--- src/rtl/median_filter9.sv ---
// Streaming median-of-9 filter: gathers a 9-sample burst, bubble-sorts it in a fixed 45 cycles, emits the 5th largest.
// Optional output register stage enabled by defining MEDIAN_OUT_REG_EN.
module median_filter9 (
    input  logic       CLK,
    input  logic       RST,
    input  logic [7:0] DI,
    input  logic       DSI,
    output logic [7:0] DO,
    output logic       DSO
);

    typedef enum logic [1:0] {IDLE, LOAD, SORT, DONE} state_t;

    state_t     state;
    logic [3:0] cnt;
    logic [2:0] pass;
    logic [3:0] step;
    logic [7:0] win [9];
    logic [7:0] med_p0;
    logic       vld_p0;

    // Control: burst gathering, sort sequencing and the median result register.
    always_ff @(posedge CLK or posedge RST) begin
        if (RST) begin
            state  <= IDLE;
            cnt    <= 4'd0;
            pass   <= 3'd0;
            step   <= 4'd0;
            med_p0 <= 8'h00;
            vld_p0 <= 1'b0;
        end else begin
            vld_p0 <= 1'b0;
            case (state)
                IDLE: begin
                    if (DSI) begin
                        cnt   <= 4'd1;
                        state <= LOAD;
                    end
                end
                LOAD: begin
                    if (!DSI) begin
                        cnt   <= 4'd0;
                        state <= IDLE;
                    end else if (cnt == 4'd8) begin
                        cnt   <= 4'd0;
                        pass  <= 3'd0;
                        step  <= 4'd0;
                        state <= SORT;
                    end else begin
                        cnt <= cnt + 4'd1;
                    end
                end
                SORT: begin
                    // Steps 0..7 compare neighbours; step 8 is a spare slot so each pass is 9 cycles.
                    if (step == 4'd8) begin
                        step <= 4'd0;
                        if (pass == 3'd4) begin
                            state <= DONE;
                        end else begin
                            pass <= pass + 3'd1;
                        end
                    end else begin
                        step <= step + 4'd1;
                    end
                end
                DONE: begin
                    med_p0 <= win[4];
                    vld_p0 <= 1'b1;
                    state  <= IDLE;
                end
                default: state <= IDLE;
            endcase
        end
    end

    // Window storage: loading and compare-exchange, no reset needed on the data path.
    // Each pass sinks the smallest remaining value, so after 5 passes slot 4 holds the 5th largest.
    always_ff @(posedge CLK) begin
        if ((state == IDLE || state == LOAD) && DSI) begin
            win[cnt] <= DI;
        end else if (state == SORT) begin
            for (int i = 0; i < 8; i++) begin
                if (step == 4'(i) && win[i] < win[i+1]) begin
                    win[i]   <= win[i+1];
                    win[i+1] <= win[i];
                end
            end
        end
    end

`ifdef MEDIAN_OUT_REG_EN
    logic [7:0] med_p1;
    logic       vld_p1;

    // Output stage: delays median and strobe together by one cycle.
    always_ff @(posedge CLK or posedge RST) begin
        if (RST) begin
            med_p1 <= 8'h00;
            vld_p1 <= 1'b0;
        end else begin
            med_p1 <= med_p0;
            vld_p1 <= vld_p0;
        end
    end

    assign DO  = med_p1;
    assign DSO = vld_p1;
`else
    assign DO  = med_p0;
    assign DSO = vld_p0;
`endif

endmodule

--- config.mk ---
export PLATFORM = sky130hd
export DESIGN_NAME = median_filter9
export DESIGN_NICKNAME = d
export VERILOG_FILES = /design/src/rtl/median_filter9.sv
export SDC_FILE = /design/constraint.sdc
export NUM_CORES = 1
export LEC_CHECK = 0
export BUFFER_PORTS_ARGS = -buffer_cell sky130_fd_sc_hd__buf_2
export CORE_MARGIN = 4
export CORE_UTILIZATION = 50
export DETAILED_ROUTE_END_ITERATION = 8
export GPL_ROUTABILITY_DRIVEN = 0
export HOLD_SLACK_MARGIN = 0.12
export MAX_ROUTING_LAYER = met4
export PLACE_DENSITY = 0.67
export SLEW_MARGIN = 0
export SYNTH_ARGS = -nofsm -noshare
export SYNTH_HDL_FRONTEND = slang
export SYNTH_SLANG_ARGS = --single-unit
--- constraint.sdc ---
create_clock -name CLK -period 5.2 [get_ports CLK]
set_clock_uncertainty 0.05 [all_clocks]
set_input_delay 1.04 -clock CLK [delete_from_list [all_inputs] [get_ports CLK]]
set_output_delay 1.04 -clock CLK [all_outputs]
set_load 0.03 [all_outputs]
==> impl_metrics.prom, run 1 <==
# TYPE chip_impl_metric gauge
chip_impl_info{name="cts_root_buffer",value="clkbuf_16"} 1
chip_impl_metric{name="wire_length_of_the_first_global_routing_pass",unit="mm"} 30.33
chip_impl_metric{name="tritoncts_num_sinks",unit=""} 94
chip_impl_metric{name="drt_first_pass_iters",unit=""} 5
chip_impl_metric{name="chipHeight",unit="microns"} 126.6
chip_impl_info{name="synthFlopType",value="edfxtp_1"} 1
chip_impl_metric{name="highest_clock_rate",unit="MHz"} 317.7
chip_impl_metric{name="ctsResizeCount",unit=""} 0
chip_impl_metric{name="synthesis_warnings",unit=""} 0
chip_impl_metric{name="cts_inserted_buffers",unit=""} 9
chip_impl_info{name="result_of_the_run",value="completed"} 1
chip_impl_metric{name="row_count",unit=""} 43
chip_impl_metric{name="power.density_cell_area",unit="nW/um^2"} 248.4
chip_impl_metric{name="drt-wirelength-per-cell",unit="microns"} 20.87
chip_impl_metric{name="yosys.cell_types.count",unit=""} 67
chip_impl_metric{name="synth_simple_gate_area_share",unit=""} 0.1702
chip_impl_metric{name="cts.htree.levels",unit=""} 3
chip_impl_metric{name="port-buffer-count",unit=""} 19
chip_impl_metric{name="synth_area_in_adders",unit=""} 0.1174
chip_impl_metric{name="synth_edf_count",unit=""} 72
chip_impl_metric{name="drt_first_iter_violations",unit=""} 771
chip_impl_metric{name="syn_area",unit="sq um"} 7037
chip_impl_metric{name="worst-slew-pin-transition",unit="ns"} 1.071
chip_impl_info{name="kind_of_critical_path",value="reg -> reg"} 1
chip_impl_metric{name="detailed_place_hpwl",unit="mm"} 14.02
chip_impl_metric{name="antenna_found_initial",unit=""} 0
chip_impl_metric{name="synth-compound-area-share",unit=""} 0.2070
chip_impl_metric{name="floorplan.io_pins",unit=""} 20
chip_impl_metric{name="drt_drc_violations_left",unit=""} 0
chip_impl_metric{name="post_synth.cell_area_avg",unit="sq um"} 9.522
chip_impl_metric{name="syn-num-nets",unit=""} 816
chip_impl_metric{name="setup_slack",unit="ns"} 2.053
chip_impl_info{name="setup.worst_path.end_class",value="flop"} 1
chip_impl_metric{name="grt_max_degree",unit=""} 25
chip_impl_metric{name="final_period_minus_worst_setup_slack",unit="ns"} 3.147
chip_impl_metric{name="seq_area_frac_synth",unit=""} 0.3855
chip_impl_metric{name="yosysTopAreaCellShare",unit=""} 0.3073
chip_impl_info{name="synthDominantAreaCellType",value="edfxtp_1"} 1
chip_impl_info{name="cp_top_family",value="simple AND/OR/NAND/NOR gates"} 1
chip_impl_metric{name="total_leakage_power",unit="uW"} 0.003147
chip_impl_metric{name="parity_gate_share_of_the_synthesized_area_counting_xor_and_xnor_cells",unit=""} 0.001245
chip_impl_metric{name="ir_worst_vdd",unit="mV"} 0.1588
chip_impl_metric{name="fin_setup_tns",unit="ns"} 0
chip_impl_metric{name="final_slew_violations",unit=""} 0
chip_impl_metric{name="detailroute.via_count",unit=""} 5911
chip_impl_metric{name="dieArea",unit="sq um"} 16040
chip_impl_metric{name="grt_overflow",unit=""} 0
chip_impl_info{name="hp-class",value="reg -> reg"} 1
chip_impl_metric{name="proportion_of_layout_cells_with_a_drive_suffix_above_1",unit=""} 0.08980
chip_impl_metric{name="critical_path_peak_fanout",unit=""} 19
chip_impl_metric{name="antennaDiodeCount",unit=""} 0
chip_impl_metric{name="finalWirelength",unit="mm"} 19.09
chip_impl_metric{name="die_width",unit="microns"} 126.6
chip_impl_metric{name="worst_case_setup_slack_after_placement",unit="ns"} 2.179
chip_impl_info{name="tritoncts",value="done"} 1
chip_impl_metric{name="global_route.usage.total",unit=""} 0.2465
chip_impl_metric{name="core-area",unit="sq um"} 13830
chip_impl_metric{name="max-clock-path-buffers",unit=""} 2
chip_impl_metric{name="ant_nets",unit=""} 0
chip_impl_metric{name="cts_hold_buf",unit=""} 0
chip_impl_info{name="dominant_combinational_cell_family_by_area_after_synthesis",value="compound AO/OA/AOI/OAI gates"} 1
chip_impl_metric{name="timing.critical_path.slowest_cell_delay",unit="ns"} 0.88
chip_impl_metric{name="synth_cells",unit=""} 739
chip_impl_metric{name="worst_ep_required_time",unit="ns"} 5.16
chip_impl_metric{name="first_global_vias",unit=""} 5603
chip_impl_metric{name="syn_to_final_growth",unit="%"} 6.508
chip_impl_info{name="critical_path.cell_chain",value="nor4b_4 > nand3_2 > or2_1 > nand3_1"} 1
chip_impl_info{name="crit_path_top_delay_cell",value="nor4b_4"} 1
chip_impl_metric{name="start_util",unit=""} 0.5089
chip_impl_metric{name="number_of_violations_of_the_max_capacitance_limit",unit=""} 0
chip_impl_metric{name="synth.ff_latch_count",unit=""} 94
chip_impl_metric{name="multiplexer_share_of_the_synthesized_area",unit=""} 0.05352
chip_impl_metric{name="async_flop_share",unit=""} 0.2340
chip_impl_metric{name="timing.critical_path.arrival",unit="ns"} 3.11
chip_impl_metric{name="clkLatencyLatePin",unit="ns"} 0.35
chip_impl_info{name="timing.critical_path.from_type",value="flop"} 1
chip_impl_metric{name="final-setup-viol-count",unit=""} 0
chip_impl_metric{name="worst_slew_margin_rel",unit=""} 0.2787
chip_impl_metric{name="final_net_count",unit=""} 807
chip_impl_metric{name="path_clk_slew",unit="ns"} 0.07
chip_impl_info{name="ys_top_cells_by_area",value="edfxtp_1 (31%), ha_1 (12%), dfrtp_1 (7.8%)"} 1
chip_impl_metric{name="final.period_utilization",unit=""} 0.6052
chip_impl_metric{name="critPathBufInv",unit=""} 0
chip_impl_metric{name="post-cts-setup-buffers",unit=""} 0
chip_impl_info{name="rsz0062_at_grt",value="no"} 1
chip_impl_metric{name="routed_via_count_divided_by_cell_count",unit=""} 6.460
chip_impl_metric{name="hold_viol_final",unit=""} 0
chip_impl_info{name="mostFrequentLayoutCells",value="nand2_1 (73), inv_1 (73), edfxtp_1 (72)"} 1
## synthesized netlist by cell type, types with 8 or more instances
cell type,count
a211oi_1,12
a21oi_1,29
a22oi_1,9
a31oi_1,17
a41oi_1,18
and3_1,14
buf_2,13
clkbuf_1,23
dfrtp_1,22
edfxtp_1,72
ha_1,66
inv_1,73
mux2_2,8
mux2i_1,23
nand2_1,73
nand3_1,29
nand4_1,14
nor2_1,12
nor3_1,41
o211ai_1,12
o21ai_0,39
o2bb2ai_1,10
or3_1,9
## report_power, final
group | switching (uW) | internal (uW) | total [uW]
logic | 160 | 90.4 | 250
clock network | 299 | 421 | 720
registers | 41.8 | 850 | 892
total | 500 | 1360 | 1860
## flip-flops by register name, summed over array words and instances (netlist names), named ones only
signal  count
DO          8
DSO         1
pass        3
state       1
win        72
cnt         4
step        4
## path summary, 6_finish.rpt
check                                           from                   end  slack (ns)  depth (start not counted)
worst max-delay path            state[0]$_DFFE_PP0P_   win[2][0]$_DFFE_PP_        2.05                          4
worst min-delay path               DO[3]$_DFFE_PP0P_     DO[3]$_DFFE_PP0P_        0.43                          2
worst max register to register  state[0]$_DFFE_PP0P_   win[2][0]$_DFFE_PP_        2.05                          4
worst min register to register     DO[3]$_DFFE_PP0P_     DO[3]$_DFFE_PP0P_        0.43                          2
max in group asynchronous                        RST     DO[5]$_DFFE_PP0P_        3.69                          2
min in group asynchronous                        RST  state[0]$_DFFE_PP0P_        0.84                          2
## kinds of logic after synthesis
kind of cell             count (synthesis)
AO/OA/AOI/OAI                          205
XOR/XNOR                                 1
adder cells (fa/ha/maj)                 66
buffers and inverters                  113
flip-flops                              94
multiplexers                            36
AND/OR/NAND/NOR                        224
## final cells by class
cell class / instances / area, sq um
well taps: 180 / 225.2
flip-flops and latches: 94 / 2713
inverters: 73 / 274.0
clock buffers: 10 / 229.0
multi-input cells: 532 / 3865
fillers: 1223 / 6332
repair buffers: 20 / 102.6
clock inverters: 6 / 86.33
## per-layer routing
metal	wire, microns	vias to the layer above	track usage
li1	-	2797	-
met1	8711	2825	0.3412
met2	8568	257	0.3755
met3	1394	32	0.04253
met4	419	0	0.06877
met5	0	-	-
## per-stage QoR
| step | power [uW] | instance area, sq um | hold WS (ns) | std cells | utilization |
|---|---|---|---|---|---|
| 2_1_floorplan | 1073 | 7037 | 0.4253 | 739 | - |
| 3_3_place_gp | 1144 | 7179 | 0.4075 | 899 | 0.5192 |
| 3_5_place_dp | 1152 | 7179 | 0.4159 | 899 | 0.5192 |
| 4_1_cts | 1867 | 7495 | 0.4314 | 915 | 0.5420 |
| 5_1_grt | 1936 | 7495 | 0.4532 | 915 | 0.5420 |
| 6_report | 1862 | 7495 | 0.4253 | 915 | 0.5420 |
## worst register-to-register path: cells and delay by family, from the launching register on
kind | cells | cell delay (ns)
AND/OR/NAND/NOR | 4 | 2.26
flip-flops | 1 | 0.50
(Power assumes the default switching activity.)
==> run 2: changes to the inputs <==
--- a/config.mk
+++ b/config.mk
@@ -5,6 +5,7 @@
 export SDC_FILE = /design/constraint.sdc
 export NUM_CORES = 1
 export LEC_CHECK = 0
+export ABC_AREA = 1
 export BUFFER_PORTS_ARGS = -buffer_cell sky130_fd_sc_hd__buf_2
 export CORE_MARGIN = 4
 export CORE_UTILIZATION = 50
@@ -12,7 +13,7 @@
 export GPL_ROUTABILITY_DRIVEN = 0
 export HOLD_SLACK_MARGIN = 0.12
 export MAX_ROUTING_LAYER = met4
-export PLACE_DENSITY = 0.67
+export PLACE_DENSITY = 0.7
 export SLEW_MARGIN = 0
 export SYNTH_ARGS = -nofsm -noshare
 export SYNTH_HDL_FRONTEND = slang
==> constraint.sdc (replaced) <==
create_clock -name CLK -period 2.6 [get_ports CLK]
set_clock_uncertainty 0.05 [all_clocks]
set_input_delay 0.52 -clock CLK [delete_from_list [all_inputs] [get_ports CLK]]
set_output_delay 0.52 -clock CLK [all_outputs]
set_load 0.03 [all_outputs]
==> run 2 against run 1 <==
Global-route usage is 0.38 points higher. Highest routed layer unchanged. Worst hold slack got worse by 0.15 ns. Sequential power rose by 110%. Clock power increased by 120%. Flip-flop and latch count unchanged. First-iteration DRC count is 18% lower. Count of clock-buffer cells in the layout is 3 higher.
==> impl_metrics.prom, run 2 <==
# TYPE chip_impl_metric gauge
chip_impl_info{name="hp-class",value="in -> async"} 1
chip_impl_metric{name="yosys.cell_types.count",unit=""} 32
chip_impl_info{name="kind_of_critical_path",value="reg -> reg"} 1
chip_impl_metric{name="floorplan.io_pins",unit=""} 20
chip_impl_metric{name="ctsResizeCount",unit=""} 0
chip_impl_metric{name="yosysTopAreaCellShare",unit=""} 0.3132
chip_impl_metric{name="grt_max_degree",unit=""} 23
chip_impl_metric{name="finalWirelength",unit="mm"} 18.86
chip_impl_info{name="largest-register",value="win"} 1
chip_impl_metric{name="synth.ff_latch_count",unit=""} 94
chip_impl_metric{name="row_count",unit=""} 42
chip_impl_metric{name="ant_nets",unit=""} 0
chip_impl_metric{name="final_net_count",unit=""} 1008
chip_impl_metric{name="drt_first_pass_iters",unit=""} 7
chip_impl_info{name="synthDominantAreaCellType",value="edfxtp_1"} 1
chip_impl_metric{name="tritoncts_num_sinks",unit=""} 94
chip_impl_metric{name="die_width",unit="microns"} 125.5
chip_impl_metric{name="drt_drc_violations_left",unit=""} 0
chip_impl_metric{name="final_slew_violations",unit=""} 0
chip_impl_metric{name="hold_viol_final",unit=""} 0
chip_impl_metric{name="post_synth.cell_area_avg",unit="sq um"} 7.757
chip_impl_metric{name="timing.critical_path.arrival",unit="ns"} 2.51
chip_impl_info{name="crit_path_top_delay_cell",value="edfxtp_1"} 1
chip_impl_metric{name="start_util",unit=""} 0.5152
chip_impl_metric{name="worst_slew_margin_rel",unit=""} 0.4250
chip_impl_metric{name="layoutNonFillerInstCount",unit=""} 1112
chip_impl_metric{name="cts_inserted_buffers",unit=""} 9
chip_impl_metric{name="power.density_cell_area",unit="nW/um^2"} 559.8
chip_impl_metric{name="cp.depth",unit=""} 9
chip_impl_metric{name="worst-slew-pin-transition",unit="ns"} 0.8615
chip_impl_metric{name="ir_worst_vdd",unit="mV"} 0.5135
chip_impl_metric{name="antenna_found_initial",unit=""} 0
chip_impl_metric{name="path_clk_slew",unit="ns"} 0.07
chip_impl_metric{name="seq_area_frac_synth",unit=""} 0.3929
chip_impl_info{name="final_common_cell",value="nand2_1"} 1
chip_impl_metric{name="cts_hold_buf",unit=""} 0
chip_impl_info{name="timing.critical_path.from_type",value="flop"} 1
chip_impl_info{name="result_of_the_run",value="completed"} 1
chip_impl_metric{name="critPathBufInv",unit=""} 3
chip_impl_metric{name="detailed_place.area",unit="sq um"} 7291
chip_impl_info{name="setup.worst_path.end_class",value="flop"} 1
chip_impl_metric{name="synth_edf_count",unit=""} 72
chip_impl_metric{name="r2r_slack",unit="ns"} 0.12
chip_impl_info{name="synthFlopType",value="edfxtp_1"} 1
chip_impl_metric{name="placedCellCount",unit=""} 1096
chip_impl_metric{name="routed_via_count_divided_by_cell_count",unit=""} 5.458
chip_impl_metric{name="total_leakage_power",unit="uW"} 0.003954
chip_impl_metric{name="number_of_violations_of_the_max_capacitance_limit",unit=""} 0
chip_impl_metric{name="synthesis_warnings",unit=""} 0
chip_impl_metric{name="antennaDiodeCount",unit=""} 0
chip_impl_info{name="yosys.cell_count.top_type",value="nand2_1"} 1
chip_impl_metric{name="chipHeight",unit="microns"} 125.5
chip_impl_info{name="ys_top_cells_by_area",value="edfxtp_1 (31%), nand2_1 (18%), ha_1 (12%)"} 1
chip_impl_info{name="mostFrequentLayoutCells",value="nand2_1 (322), inv_1 (136), nand3_1 (118)"} 1
chip_impl_metric{name="finish.instance_area",unit="sq um"} 7646
chip_impl_info{name="rsz0062_at_grt",value="no"} 1
chip_impl_metric{name="detailed_place_hpwl",unit="mm"} 14.54
chip_impl_metric{name="syn_to_final_growth",unit="%"} 10.75
chip_impl_metric{name="async_flop_share",unit=""} 0.2340
chip_impl_info{name="r2r_path_end",value="win[4][1]$_DFFE_PP_"} 1
chip_impl_metric{name="final.period_utilization",unit=""} 0.9550
chip_impl_metric{name="critical_path_peak_fanout",unit=""} 10
chip_impl_metric{name="core-area",unit="sq um"} 13400
chip_impl_metric{name="highest_clock_rate",unit="MHz"} 402.7
chip_impl_info{name="cts_root_buffer",value="clkbuf_16"} 1
chip_impl_metric{name="first_global_vias",unit=""} 5887
chip_impl_metric{name="max-clock-path-buffers",unit=""} 2
chip_impl_info{name="netlist_top_cells_count",value="nand2_1 (322), inv_1 (136), nand3_1 (118)"} 1
chip_impl_metric{name="drt_first_iter_violations",unit=""} 635
chip_impl_metric{name="cts.htree.levels",unit=""} 3
chip_impl_info{name="r2r-start",value="win[5][5]$_DFFE_PP_"} 1
chip_impl_metric{name="clkLatencyLatePin",unit="ns"} 0.36
chip_impl_metric{name="worst_ep_required_time",unit="ns"} 2.63
chip_impl_metric{name="post-cts-setup-buffers",unit=""} 0
chip_impl_metric{name="final-setup-viol-count",unit=""} 0
chip_impl_metric{name="syn-num-nets",unit=""} 967
chip_impl_metric{name="global_route.usage.total",unit=""} 0.2502
chip_impl_metric{name="grt_overflow",unit=""} 0
chip_impl_metric{name="fin_setup_tns",unit="ns"} 0
chip_impl_metric{name="detailroute.via_count",unit=""} 6069
chip_impl_info{name="critical_path.cell_chain",value="inv_1 > ha_1 > a21o_1 > a21oi_1 > nand4_4 > nand2_2 > inv_2 > o21ai_0 > buf_4"} 1
chip_impl_metric{name="timing.critical_path.slowest_cell_delay",unit="ns"} 0.40
chip_impl_info{name="cp_top_family",value="compound AO/OA/AOI/OAI gates"} 1
chip_impl_metric{name="reg2reg_depth",unit=""} 9
chip_impl_metric{name="proportion_of_layout_cells_with_a_drive_suffix_above_1",unit=""} 0.1004
chip_impl_metric{name="synth_cells",unit=""} 890
chip_impl_info{name="tritoncts",value="done"} 1
chip_impl_metric{name="drt-wirelength-per-cell",unit="microns"} 16.96
chip_impl_metric{name="final_period_minus_worst_setup_slack",unit="ns"} 2.483
chip_impl_metric{name="wire_length_of_the_first_global_routing_pass",unit="mm"} 30.23
chip_impl_metric{name="port-buffer-count",unit=""} 19
chip_impl_metric{name="flip_flop_count_of_the_largest_register_after_layout",unit=""} 72
chip_impl_metric{name="syn_area",unit="sq um"} 6904
chip_impl_metric{name="dieArea",unit="sq um"} 15750
## run 2: kinds of logic after synthesis
kind of cell    after synthesis  share of synthesized area
compound gates               74                    0.05908
xor+xnor                      3                   0.003806
fa+ha+maj                    66                     0.1196
buf+inv                     161                    0.09732
flops                        94                     0.3929
simple gates                492                     0.3273
## run 2: per-stage QoR
stage	power [uW]	worst slack, ns	utilization	hold slack, ns
after CTS	4273	0.1661	0.5706	0.3040
after global placement	2707	0.2729	0.5441	0.4109
after global routing	4477	0.003181	0.5706	0.3888
after floorplan	2453	0.2946	-	0.4437
final	4281	0.1169	0.5706	0.2803
after detailed placement	2731	0.2196	0.5441	0.4226
## run 2: how the worst max path moves through the flow
stage | from | end | slack [ns]
floorplan | win[5][5]$_DFFE_PP_ | win[4][0]$_DFFE_PP_ | 0.29
global placement | win[5][5]$_DFFE_PP_ | win[4][7]$_DFFE_PP_ | 0.27
detailed placement | win[5][5]$_DFFE_PP_ | win[4][1]$_DFFE_PP_ | 0.22
CTS | win[5][5]$_DFFE_PP_ | win[4][1]$_DFFE_PP_ | 0.17
global route | win[3][6]$_DFFE_PP_ | win[2][6]$_DFFE_PP_ | 0.003
finish | win[5][5]$_DFFE_PP_ | win[4][1]$_DFFE_PP_ | 0.12
## run 2: where the power goes
part	switching (uW)	total [uW]	internal (uW)
logic	554	832	278
registers	106	1880	1780
clock network	619	1570	947
total	1280	4280	3000
## run 2: metal layers
metal / global-route usage / part of all wire / vias to the layer above
met1: 0.3233 / 0.42 / 2777
li1: - / - / 2981
met3: 0.03881 / 0.083 / 63
met4: 0.1014 / 0.036 / 0
met5: - / 0 / -
met2: 0.3949 / 0.46 / 248
## run 2: cell type report
| class | count | area, sq um |
|---|---|---|
| Clock buffer | 13 | 314.1 |
| Clock inverter | 3 | 41.29 |
| Fill cell | 1217 | 5754 |
| Inverter | 146 | 548.0 |
| Multi-Input combinational cell | 635 | 3520 |
| Sequential cell | 94 | 2713 |
| Tap cell | 176 | 220.2 |
| Timing Repair Buffer | 45 | 290.3 |
